[config.mk]
export PLATFORM = sky130hd
export DESIGN_NAME = irq_controller
export DESIGN_NICKNAME = d
export VERILOG_FILES = /design/src/rtl/irq_pkg.sv /design/src/rtl/irq_prio_enc.sv /design/src/rtl/irq_controller.sv
export SDC_FILE = /design/constraint.sdc
export NUM_CORES = 1
export LEC_CHECK = 0
export ABC_AREA = 1
export ABC_CLOCK_PERIOD_IN_PS = 2280
export BUFFER_PORTS_ARGS = -buffer_cell sky130_fd_sc_hd__buf_4
export CAP_MARGIN = 10
export CELL_PAD_IN_SITES_DETAIL_PLACEMENT = 1
export CELL_PAD_IN_SITES_GLOBAL_PLACEMENT = 1
export CORE_MARGIN = 2
export CORE_UTILIZATION = 34
export DETAILED_ROUTE_END_ITERATION = 8
export HOLD_SLACK_MARGIN = 0.06
export PLACE_DENSITY = 0.82
export REMOVE_ABC_BUFFERS = 1
export SYNTH_ARGS = -nofsm -noshare
export SYNTH_HDL_FRONTEND = slang
export SYNTH_SLANG_ARGS = --single-unit
[constraint.sdc]
create_clock -name clk -period 2.28 [get_ports clk]
set_input_delay 0.342 -clock clk [delete_from_list [all_inputs] [get_ports clk]]
set_output_delay 0.342 -clock clk [all_outputs]
set_load 0.005 [all_outputs]
[src/rtl/irq_pkg.sv]
// rtl/irq_pkg.sv - shared types and constants for the external interrupt controller
package irq_pkg;

   typedef enum logic [1:0] {
      ST_IDLE    = 2'd0,
      ST_REQ     = 2'd1,
      ST_SERVICE = 2'd2
   } irq_state_e;

   localparam int N_SRC_DEFAULT = 4;

   // Exception status code the core records for an external interrupt
   localparam logic [3:0] ESTATUS_EXT_IRQ = 4'b0001;

endpackage

[src/rtl/irq_prio_enc.sv]
// rtl/irq_prio_enc.sv - combinational lowest-index-wins priority encoder
module irq_prio_enc #(
   parameter int N = 4,
   parameter int W = 2
) (
   input  logic [N-1:0] req,
   output logic [W-1:0] idx,
   output logic         valid
);

   // Scan from the top down so the lowest set index is the last assignment
   always_comb begin
      idx   = '0;
      valid = 1'b0;
      for (int i = N - 1; i >= 0; i--) begin
         if (req[i]) begin
            idx   = W'(i);
            valid = 1'b1;
         end
      end
   end

endmodule

[src/rtl/irq_controller.sv]
// rtl/irq_controller.sv - edge-detected, masked, fixed-priority interrupt request to the core
// with a REQ/acknowledge/service handshake; all outputs are registered.
module irq_controller
   import irq_pkg::*;
#(
   parameter int N_SRC = N_SRC_DEFAULT,
   parameter int ID_W  = $clog2(N_SRC)
) (
   input  logic             clk,
   input  logic             reset,
   input  logic [N_SRC-1:0] irq_src,
   input  logic [N_SRC-1:0] irq_mask,
   input  logic             ExtIAck,
   input  logic             ERet,
   output logic             ExtIRQ,
   output logic [ID_W-1:0]  irq_id,
   output logic [N_SRC-1:0] pending,
   output logic [N_SRC-1:0] irq_overflow,
   output logic             busy
);

   irq_state_e       state_q, state_d;
   logic [N_SRC-1:0] prev_q;
   logic [N_SRC-1:0] pending_q, pending_d;
   logic [N_SRC-1:0] ovf_q, ovf_d;
   logic [ID_W-1:0]  irq_id_q, irq_id_d;
   logic             ext_irq_q, ext_irq_d;
   logic             busy_q, busy_d;

   logic [N_SRC-1:0] rise_vec;
   logic [N_SRC-1:0] clr_vec;
   logic [ID_W-1:0]  enc_idx;
   logic             enc_valid;

   irq_prio_enc #(
      .N (N_SRC),
      .W (ID_W)
   ) u_prio_enc (
      .req   (pending_q & ~irq_mask),
      .idx   (enc_idx),
      .valid (enc_valid)
   );

   always_ff @(posedge clk) begin
      // prev_q tracks irq_src even in reset so lines held high never look like a fresh edge
      prev_q <= irq_src;
      if (reset) begin
         state_q   <= ST_IDLE;
         pending_q <= '0;
         ovf_q     <= '0;
         irq_id_q  <= '0;
         ext_irq_q <= 1'b0;
         busy_q    <= 1'b0;
      end else begin
         state_q   <= state_d;
         pending_q <= pending_d;
         ovf_q     <= ovf_d;
         irq_id_q  <= irq_id_d;
         ext_irq_q <= ext_irq_d;
         busy_q    <= busy_d;
      end
   end

   always_comb begin
      state_d = state_q;
      case (state_q)
         ST_IDLE:    if (enc_valid) state_d = ST_REQ;
         ST_REQ:     if (ExtIAck)   state_d = ST_SERVICE;
         ST_SERVICE: if (ERet)      state_d = ST_IDLE;
         default:                   state_d = ST_IDLE;
      endcase
   end

   always_comb begin
      irq_id_d = irq_id_q;
      if (state_q == ST_IDLE && enc_valid) begin
         irq_id_d = enc_idx;
      end
      ext_irq_d = (state_d == ST_REQ);
      busy_d    = (state_d != ST_IDLE);
   end

   // A new edge always wins over the acknowledge clear of the same bit
   always_comb begin
      rise_vec = irq_src & ~prev_q;
      clr_vec  = '0;
      for (int i = 0; i < N_SRC; i++) begin
         clr_vec[i] = (state_q == ST_REQ) && ExtIAck && (irq_id_q == ID_W'(i));
      end
      pending_d = (pending_q & ~clr_vec) | rise_vec;
      ovf_d     = ovf_q | (rise_vec & pending_q & ~clr_vec);
   end

   assign ExtIRQ       = ext_irq_q;
   assign irq_id       = irq_id_q;
   assign pending      = pending_q;
   assign irq_overflow = ovf_q;
   assign busy         = busy_q;

endmodule
==> results.cfg, run 1 <==
[placement]
port_buffers = 23
hpwl_um = 1197
dp.cells = 139
dpl_cell_area_um2 = 892.1
globalplace.congestion = 0.6732

[synth]
ys_seq_area_share_pct = 51.99
syn-cell-area_um2 = 693.2
syn-instance-count = 90
synth-seq-cells = 18
avgSynthCellArea_um2 = 7.702
yosysUniqueCellTypes = 14
yosysWarnings = 0

[die]
rows = 16
initial_core_util_pct = 35.70
ios = 24
core_mm2 = 0.001942
die_area_mm2 = 0.002416
die_width_um = 49.15
die_h_um = 49.15

[routing]
drc = 0
first_iter_violations = 0
wirelength_um = 1455
vias = 625
wire_per_inst_um = 10.17
antenna_left = 0
routed_via_density = 4.371
dr.pass1.iters = 1

[layout]
fill_cells = 266
final_nets = 129
fin_cells = 143
diodes = 0
layout-drive-gt1-share_pct = 29.31
area_growth_pct = 33.93
final_cell_mix = 23 x buf_4, 22 x inv_1, 18 x dfxtp_1, 11 x nand2_1, 11 x nor2_1
layout_commonest_cell = buf_4
design_area_um2 = 928.4

[power_and_ir_drop]
leakage_nw = 0.4738
net-switching-power_uw = 164.1
sequentialPowerShare_pct = 54.3
irDropWorstVdd_mv = 0.3647
finalPower_uw = 649.2
switching_share_pct = 25.27
clkPwrFrac_pct = 30.2
p_int_uw = 485.1
combPwrFrac_pct = 15.5
power_density_mw_per_mm2 = 699.3

[clocking]
tritoncts = done
cts_root_buf = clkbuf_4
cts.hold.buffers_added = 0
clock_path_buffers = 2
clock-sinks = 18
post_cts_buffers = 0
htreeDepth = 1
insertion_delay_ns = 0.29
cts_buffers = 3
clkTransAtPathRegs_ns = 0.10
cts_resized = 0

[sta]
setup-tns-final_ns = 0
period_minus_slack_ns = 1.196
finalSetupViolCount = 0
slew_violations = 0
period_share_pct = 52.46
grt_setup_unrepaired = false
fmax_ghz = 0.8361
fin_skew_ns = 0.001667
tightest_slew_ns = 0.2787
relSlewSlack_pct = 81.26
hold_viol_final = 0

[setup_path]
worst-path-stages = 1
r2r_setup_slack_ns = 1.22
critPathBufInv = 1
slowest_delay_ns = 0.42
r2r-start = state_q[1]
crit_end = irq_id[1]
crit_required_ns = 1.94
start_kind = register
cp-startpoint = irq_id[1]
reg2regPathDepth = 6
critPathSlowestCell = dfxtp_1
worstSetupEndpointType = output port
critPathTopFamily = flip-flops
path_max_fanout = 5
path_cells = buf_4
worstPathArrival_ns = 0.85
r2r_end = pending[3]
worst-setup-path-type = register to output port

[grt]
antenna_found_initial = 0
overflow = 0
grt_max_degree = 11
grtUsageTotal_pct = 13.63
grt_first_pass_wirelength_um = 2504
grt_pass1_vias = 616

[outcome]
outcome = finished clean

[job]
drv_cap = 0

[hold_path]
hp-class = input port to register
## layout make-up
class,count,area (um2),share of cell area (%)
clock buffers,4,36.28,3.908
repair buffers,23,172.7,18.60
well taps,27,33.78,3.639
inverters,22,82.58,8.895
flip-flops and latches,18,360.3,38.81
multi-input cells,49,242.7,26.15
## worst min-delay path by stage
stage                       to            start  slack (ns)  cells past startpoint
5_1_grt              prev_q[2]       irq_src[2]        0.14                      1
3_5_place_dp   irq_overflow[2]  irq_overflow[2]        0.44                      2
3_3_place_gp   irq_overflow[0]  irq_overflow[0]        0.44                      2
6_report             prev_q[2]       irq_src[2]        0.15                      1
2_1_floorplan        prev_q[0]       irq_src[0]        0.37                      0
4_1_cts              prev_q[2]       irq_src[2]        0.14                      1
## state kept, by name (all words and copies together), names as in the netlist
signal        count
irq_id            2
busy              1
ExtIRQ            1
prev_q            4
pending           4
irq_overflow      4
state_q           2
## per-layer routing
| layer | GRT usage, % | part of all wire (%) | up-vias |
|---|---|---|---|
| met1 | 14.26 | 39 | 286 |
| met3 | 2.147 | 4.3 | 2 |
| met5 | 0 | 0 | - |
| met4 | 7.143 | 0.48 | 0 |
| li1 | - | - | 326 |
| met2 | 25.68 | 56 | 11 |
## Yosys cell counts, drive strengths merged
| cell | count | area, um2 |
|---|---|---|
| nor2 | 12 | 52.55 |
| nand2 | 15 | 66.31 |
| o31ai | 1 | 7.510 |
| a21boi | 1 | 7.510 |
| o21ai | 1 | 8.760 |
| buf | 1 | 7.510 |
| a21oi | 9 | 48.80 |
| dfxtp | 18 | 360.4 |
| nand4 | 1 | 6.260 |
| nand3 | 9 | 45.04 |
| inv | 22 | 82.58 |
## worst register-to-register path, stage by stage (launching register included)
cell	delay [ns]
dfxtp_1	0.32
inv_1	0.08
nand2_2	0.07
nor2_4	0.13
nand3_1	0.12
a21oi_1	0.17
nor2_1	0.06
## power groups by stage
| stage | Clock [mW] | Sequential, mW | Combinational (mW) |
|---|---|---|---|
| after floorplan | 0 | 0.359 | 0.0494 |
| after CTS | 0.204 | 0.353 | 0.103 |
| after global routing | 0.216 | 0.355 | 0.115 |
| after detailed placement | 0 | 0.360 | 0.102 |
| final | 0.196 | 0.352 | 0.100 |
| after global placement | 0 | 0.359 | 0.0979 |
## per-stage QoR
| step | util (%) | hold slack (ns) | setup slack, ns |
|---|---|---|---|
| 6_report | 47.81 | 0.1528 | 1.084 |
| 3_3_place_gp | 45.94 | 0.4406 | 1.190 |
| 2_1_floorplan | - | 0.3697 | 1.323 |
| 3_5_place_dp | 45.94 | 0.4441 | 1.135 |
| 5_1_grt | 47.81 | 0.1366 | 1.029 |
| 4_1_cts | 47.81 | 0.1414 | 1.062 |
## cells by family after synthesis
group / Yosys count / synth area share [%]
DFF: 18 / 51.99
AOI/OAI and AO/OA: 12 / 10.47
and+or+nand+nor: 37 / 24.55
buffers and inverters: 23 / 13.00
Power figures use the tool's default switching activity.
==> run 2, diff against run 1 <==
--- a/config.mk
+++ b/config.mk
@@ -6,16 +6,16 @@
 export NUM_CORES = 1
 export LEC_CHECK = 0
 export ABC_AREA = 1
-export ABC_CLOCK_PERIOD_IN_PS = 2280
+export ABC_CLOCK_PERIOD_IN_PS = 1170
 export BUFFER_PORTS_ARGS = -buffer_cell sky130_fd_sc_hd__buf_4
 export CAP_MARGIN = 10
 export CELL_PAD_IN_SITES_DETAIL_PLACEMENT = 1
 export CELL_PAD_IN_SITES_GLOBAL_PLACEMENT = 1
 export CORE_MARGIN = 2
-export CORE_UTILIZATION = 34
+export CORE_UTILIZATION = 33
 export DETAILED_ROUTE_END_ITERATION = 8
 export HOLD_SLACK_MARGIN = 0.06
-export PLACE_DENSITY = 0.82
+export PLACE_DENSITY = 0.8
 export REMOVE_ABC_BUFFERS = 1
 export SYNTH_ARGS = -nofsm -noshare
 export SYNTH_HDL_FRONTEND = slang
==> constraint.sdc (replaced) <==
create_clock -name clk -period 1.17 [get_ports clk]
set_input_delay 0.1755 -clock clk [delete_from_list [all_inputs] [get_ports clk]]
set_output_delay 0.1755 -clock clk [all_outputs]
set_load 0.005 [all_outputs]
==> run 2 against run 1 <==
Sequential power up 95%. Cell count up 2.1%. Critical path type is now register to register. First-iteration DRC count up 5. Clock skew up 0.0070 ns. Hold slack worse by 0.045 ns.
==> results.cfg, run 2 (synthesis results as in run 1) <==
[power_and_ir_drop]
clkPwrFrac_pct = 24.8
switching_share_pct = 25.90
p_int_uw = 884.0
net-switching-power_uw = 309.0
power_density_mw_per_mm2 = 1250
sequentialPowerShare_pct = 57.7
irDropWorstVdd_mv = 0.6906
combPwrFrac_pct = 17.6
leakage_nw = 0.4833

[clocking]
cts_buffers = 3
cts_resized = 0
clock-sinks = 18
htreeDepth = 1
tritoncts = done
cts_root_buf = clkbuf_4
insertion_delay_ns = 0.29
clock_path_buffers = 2
clkTransAtPathRegs_ns = 0.10

[layout]
layout_commonest_cell = buf_4
seqCellArea_um2 = 360.3
final_nets = 133
multi_input_area_um2 = 242.7
area_growth_pct = 37.73
fill_cells = 257
fin_cells = 146
layout-drive-gt1-share_pct = 27.73
diodes = 0
final_cell_mix = 23 x buf_4, 22 x inv_1, 18 x dfxtp_1, 11 x nand2_1, 11 x nor2_1

[placement]
dp.cells = 139
dp_slack_ns = 0.1227
hpwl_um = 1204
port_buffers = 23
globalplace.congestion = 0.7152

[routing]
first_iter_violations = 5
drc = 0
routed_via_density = 4.438
wirelength_um = 1525
vias = 648
antenna_left = 0
wl_met2_um = 759
m1WireLength_um = 614
dr_wl_met3_um = 118
dr.pass1.iters = 2
wire_per_inst_um = 10.45
maxUsedRoutingLayer = met4

[hold_path]
hold_depth = 2
hp-class = input port to register

[die]
core_mm2 = 0.001962
die_width_um = 49.83
rows = 16
initial_core_util_pct = 35.33
ios = 24
die_h_um = 49.83
die_area_mm2 = 0.002483

[sta]
slew_violations = 0
fmax_ghz = 0.9381
period_share_pct = 91.11
tightest_slew_ns = 0.2263
finalSetupViolCount = 0
fin_skew_ns = 0.008667
grt_setup_unrepaired = false
setup_slack_ns = 0.1040
period_minus_slack_ns = 1.066
hold_viol_final = 0
setup-tns-final_ns = 0
relSlewSlack_pct = 84.85

[setup_path]
slowest_delay_ns = 0.35
critPathBufInv = 0
critPathTopFamily = simple AND/OR/NAND/NOR gates
path_max_fanout = 4
worstSetupEndpointType = register
reg2regPathDepth = 6
worst-path-stages = 6
critPathSlowestCell = dfxtp_1
path_cells = nand2_1, nand2_1, o21ai_2, nand2_1, nand2_2, nand2_1
worst-setup-path-type = register to register
crit_top_cell = nand2_1
crit_required_ns = 1.35
worstPathArrival_ns = 1.25
start_kind = register

[job]
drv_cap = 0

[grt]
grt_first_pass_wirelength_um = 2580
grtUsageTotal_pct = 13.98
overflow = 0
grt_max_degree = 11
grt_pass1_vias = 627
antenna_found_initial = 0

[outcome]
outcome = finished clean
-- run 2: cell count changes in the layout (fill, tap and decap cells not counted) --
cell and delta:
clkbuf_8 -1, dlygate4sd3_1 +4
-- run 2: per-stage QoR --
step	hold slack (ns)	utilization, %	power [mW]	area (um2)
final	0.1082	48.66	1.193	954.7
after global routing	0.1035	48.66	1.269	954.7
after global placement	0.2885	45.47	0.8919	892.1
after CTS	0.1034	48.66	1.218	954.7
after floorplan	0.2032	-	0.7956	685.7
after detailed placement	0.2909	45.47	0.9042	892.1
-- run 2: layout make-up --
cell class              instances  area share, %
repair buffers                 27          22.28
multi-input cells              49          25.43
well taps                      27          3.539
clock buffers                   3          2.359
flip-flops and latches         18          37.75
inverters                      22          8.650
-- run 2: per-layer routing --
metal	GRT usage, %	vias to the layer above
li1	-	331
met1	13.99	294
met2	23.33	19
met3	6.667	4
met4	8.333	0
met5	0	-
-- run 2: final timing paths --
check                       start              end  slack [ns]
setup / recovery       pending[1]             busy        0.10
hold / removal              reset        irq_id[1]        0.11
setup reg to reg       pending[1]             busy        0.10
hold reg to reg   irq_overflow[0]  irq_overflow[0]        0.46
-- run 2: power groups by stage --
stage               registers, mW  logic (mW)  clock network (mW)
finish                      0.688       0.210               0.295
global route                0.694       0.237               0.337
CTS                         0.689       0.212               0.317
detailed placement          0.703       0.201                   0
global placement            0.700       0.192                   0
floorplan                   0.699      0.0963                   0
-- run 2: timing repair --
action	CTS	global route
hold buffers	4	0
buffers inserted	0	0
endpoints found under the hold margin	4	0
==> run 3, diff against run 2 <==
--- a/config.mk
+++ b/config.mk
@@ -6,16 +6,17 @@
 export NUM_CORES = 1
 export LEC_CHECK = 0
 export ABC_AREA = 1
-export ABC_CLOCK_PERIOD_IN_PS = 1170
+export ABC_CLOCK_PERIOD_IN_PS = 1280
 export BUFFER_PORTS_ARGS = -buffer_cell sky130_fd_sc_hd__buf_4
 export CAP_MARGIN = 10
 export CELL_PAD_IN_SITES_DETAIL_PLACEMENT = 1
 export CELL_PAD_IN_SITES_GLOBAL_PLACEMENT = 1
+export CORE_ASPECT_RATIO = 0.6
 export CORE_MARGIN = 2
-export CORE_UTILIZATION = 33
+export CORE_UTILIZATION = 32
 export DETAILED_ROUTE_END_ITERATION = 8
 export HOLD_SLACK_MARGIN = 0.06
-export PLACE_DENSITY = 0.8
+export PLACE_DENSITY = 0.78
 export REMOVE_ABC_BUFFERS = 1
 export SYNTH_ARGS = -nofsm -noshare
 export SYNTH_HDL_FRONTEND = slang
==> constraint.sdc (replaced) <==
create_clock -name clk -period 1.28 [get_ports clk]
set_input_delay 0.192 -clock clk [delete_from_list [all_inputs] [get_ports clk]]
set_output_delay 0.192 -clock clk [all_outputs]
set_load 0.1 [all_outputs]
==> run 3 against run 2 <==
Final area up 2.0%. Wire length increased by 13%. Register-to-register slack improved by 0.12 ns. Cell count is 1.4% higher. Total power increased by 16%. Die area is 3.4% higher. Critical path type is now register to output port.
==> results.cfg, run 3 (synthesis results as in run 1) <==
[outcome]
outcome = finished clean

[setup_path]
crit_required_ns = 1.09
path_max_fanout = 5
start_kind = register
critPathTopFamily = flip-flops
path_cells = buf_6
worstPathArrival_ns = 1.03
slowest_delay_ns = 0.47
critPathSlowestCell = dfxtp_1
critPathBufInv = 1
worst-setup-path-type = register to output port
worstSetupEndpointType = output port

[sta]
relSlewSlack_pct = 81.42
fin_skew_ns = 0.004724
hold_viol_final = 0
setup-tns-final_ns = 0
fmax_ghz = 0.8180
slew_violations = 0
period_minus_slack_ns = 1.222
whs_ns = 0.1217
finalSetupViolCount = 0
grt_setup_unrepaired = false
period_share_pct = 95.51
tightest_slew_ns = 0.2809

[clocking]
insertion_delay_ns = 0.30
clock-sinks = 18
clock_path_buffers = 2
cts_root_buf = clkbuf_4
clkTransAtPathRegs_ns = 0.10
cts_buffers = 3
tritoncts = done
htreeDepth = 1

[power_and_ir_drop]
combPwrFrac_pct = 28.9
finalPower_mw = 1.379
sequentialPowerShare_pct = 45.6
p_int_uw = 876.7
switching_share_pct = 36.44
leakage_nw = 0.4913
power_density_mw_per_mm2 = 1417
clkPwrFrac_pct = 25.5
net-switching-power_uw = 502.6
irDropWorstVdd_mv = 0.7744

[grt]
antenna_found_initial = 0
grtUsageTotal_pct = 15.43
grt_pass1_vias = 599
grt_max_degree = 11
overflow = 0
grt_first_pass_wirelength_um = 2711

[routing]
wire_per_inst_um = 11.69
routed_via_density = 4.385
first_iter_violations = 15
vias = 649
drc = 0
dr.pass1.iters = 4
wirelength_um = 1730
antenna_left = 0

[layout]
design_area_um2 = 973.4
final_cell_mix = 22 x inv_1, 22 x buf_4, 18 x dfxtp_1, 11 x nand2_1, 11 x nor2_1
area_growth_pct = 40.43
final_nets = 133
layout-drive-gt1-share_pct = 28.33
fill_cells = 234
diodes = 0

[hold_path]
hp-class = input port to register

[job]
drv_cap = 0

[placement]
port_buffers = 23
hpwl_um = 1348
globalplace.congestion = 0.8418
dpl_cell_area_um2 = 893.4

[die]
die_width_um = 64.09
die_area_mm2 = 0.002567
rows = 12
initial_core_util_pct = 35.79
die_h_um = 40.05
ios = 24
core_mm2 = 0.001937
run 3: repair_timing:
action,CTS,global route
setup buffers,0,0
hold endpoints to repair,4,0
setup endpoints to repair,1,0
hold buffers,4,0
gates resized for setup,1,0
run 3: through the flow:
step,std cells,util (%),worst slack [ns]
final,148,50.26,0.05752
after global routing,148,50.26,0.006542
after CTS,148,50.26,0.04458
after detailed placement,140,46.12,0.2374
after global placement,140,46.12,0.2712
after floorplan,89,-,-0.2987
run 3: cell type report:
class                   instances  area [um2]  area share (%)
clock buffers                   4       36.28           3.728
inverters                      22       82.58           8.483
repair buffers                 27       216.5           22.24
flip-flops and latches         18       360.3           37.02
well taps                      28       35.03           3.599
multi-input cells              49       242.7           24.94
run 3: metal layers:
layer / vias to the layer above / routed length, um / track usage, %
met5: - / 0 / 0
li1: 335 / - / -
met4: 0 / 11 / 3.261
met3: 2 / 122 / 6.180
met2: 17 / 869 / 28.39
met1: 295 / 727 / 17.63
run 3: worst paths after layout:
kind,from,end,slack [ns],cells after the start
worst min register to register,irq_overflow[3],irq_overflow[3],0.46,2
worst min-delay path,reset,irq_id[1],0.12,2
worst max register to register,state_q[1],pending[1],0.22,6
worst max-delay path,irq_id[1],irq_id[1],0.06,1
run 3: power by group through the flow:
stage	logic, mW	clock network [mW]	registers [mW]
floorplan	0.0886	0	0.840
global placement	0.382	0	0.639
detailed placement	0.388	0	0.642
CTS	0.401	0.365	0.630
global route	0.421	0.395	0.635
finish	0.399	0.351	0.629
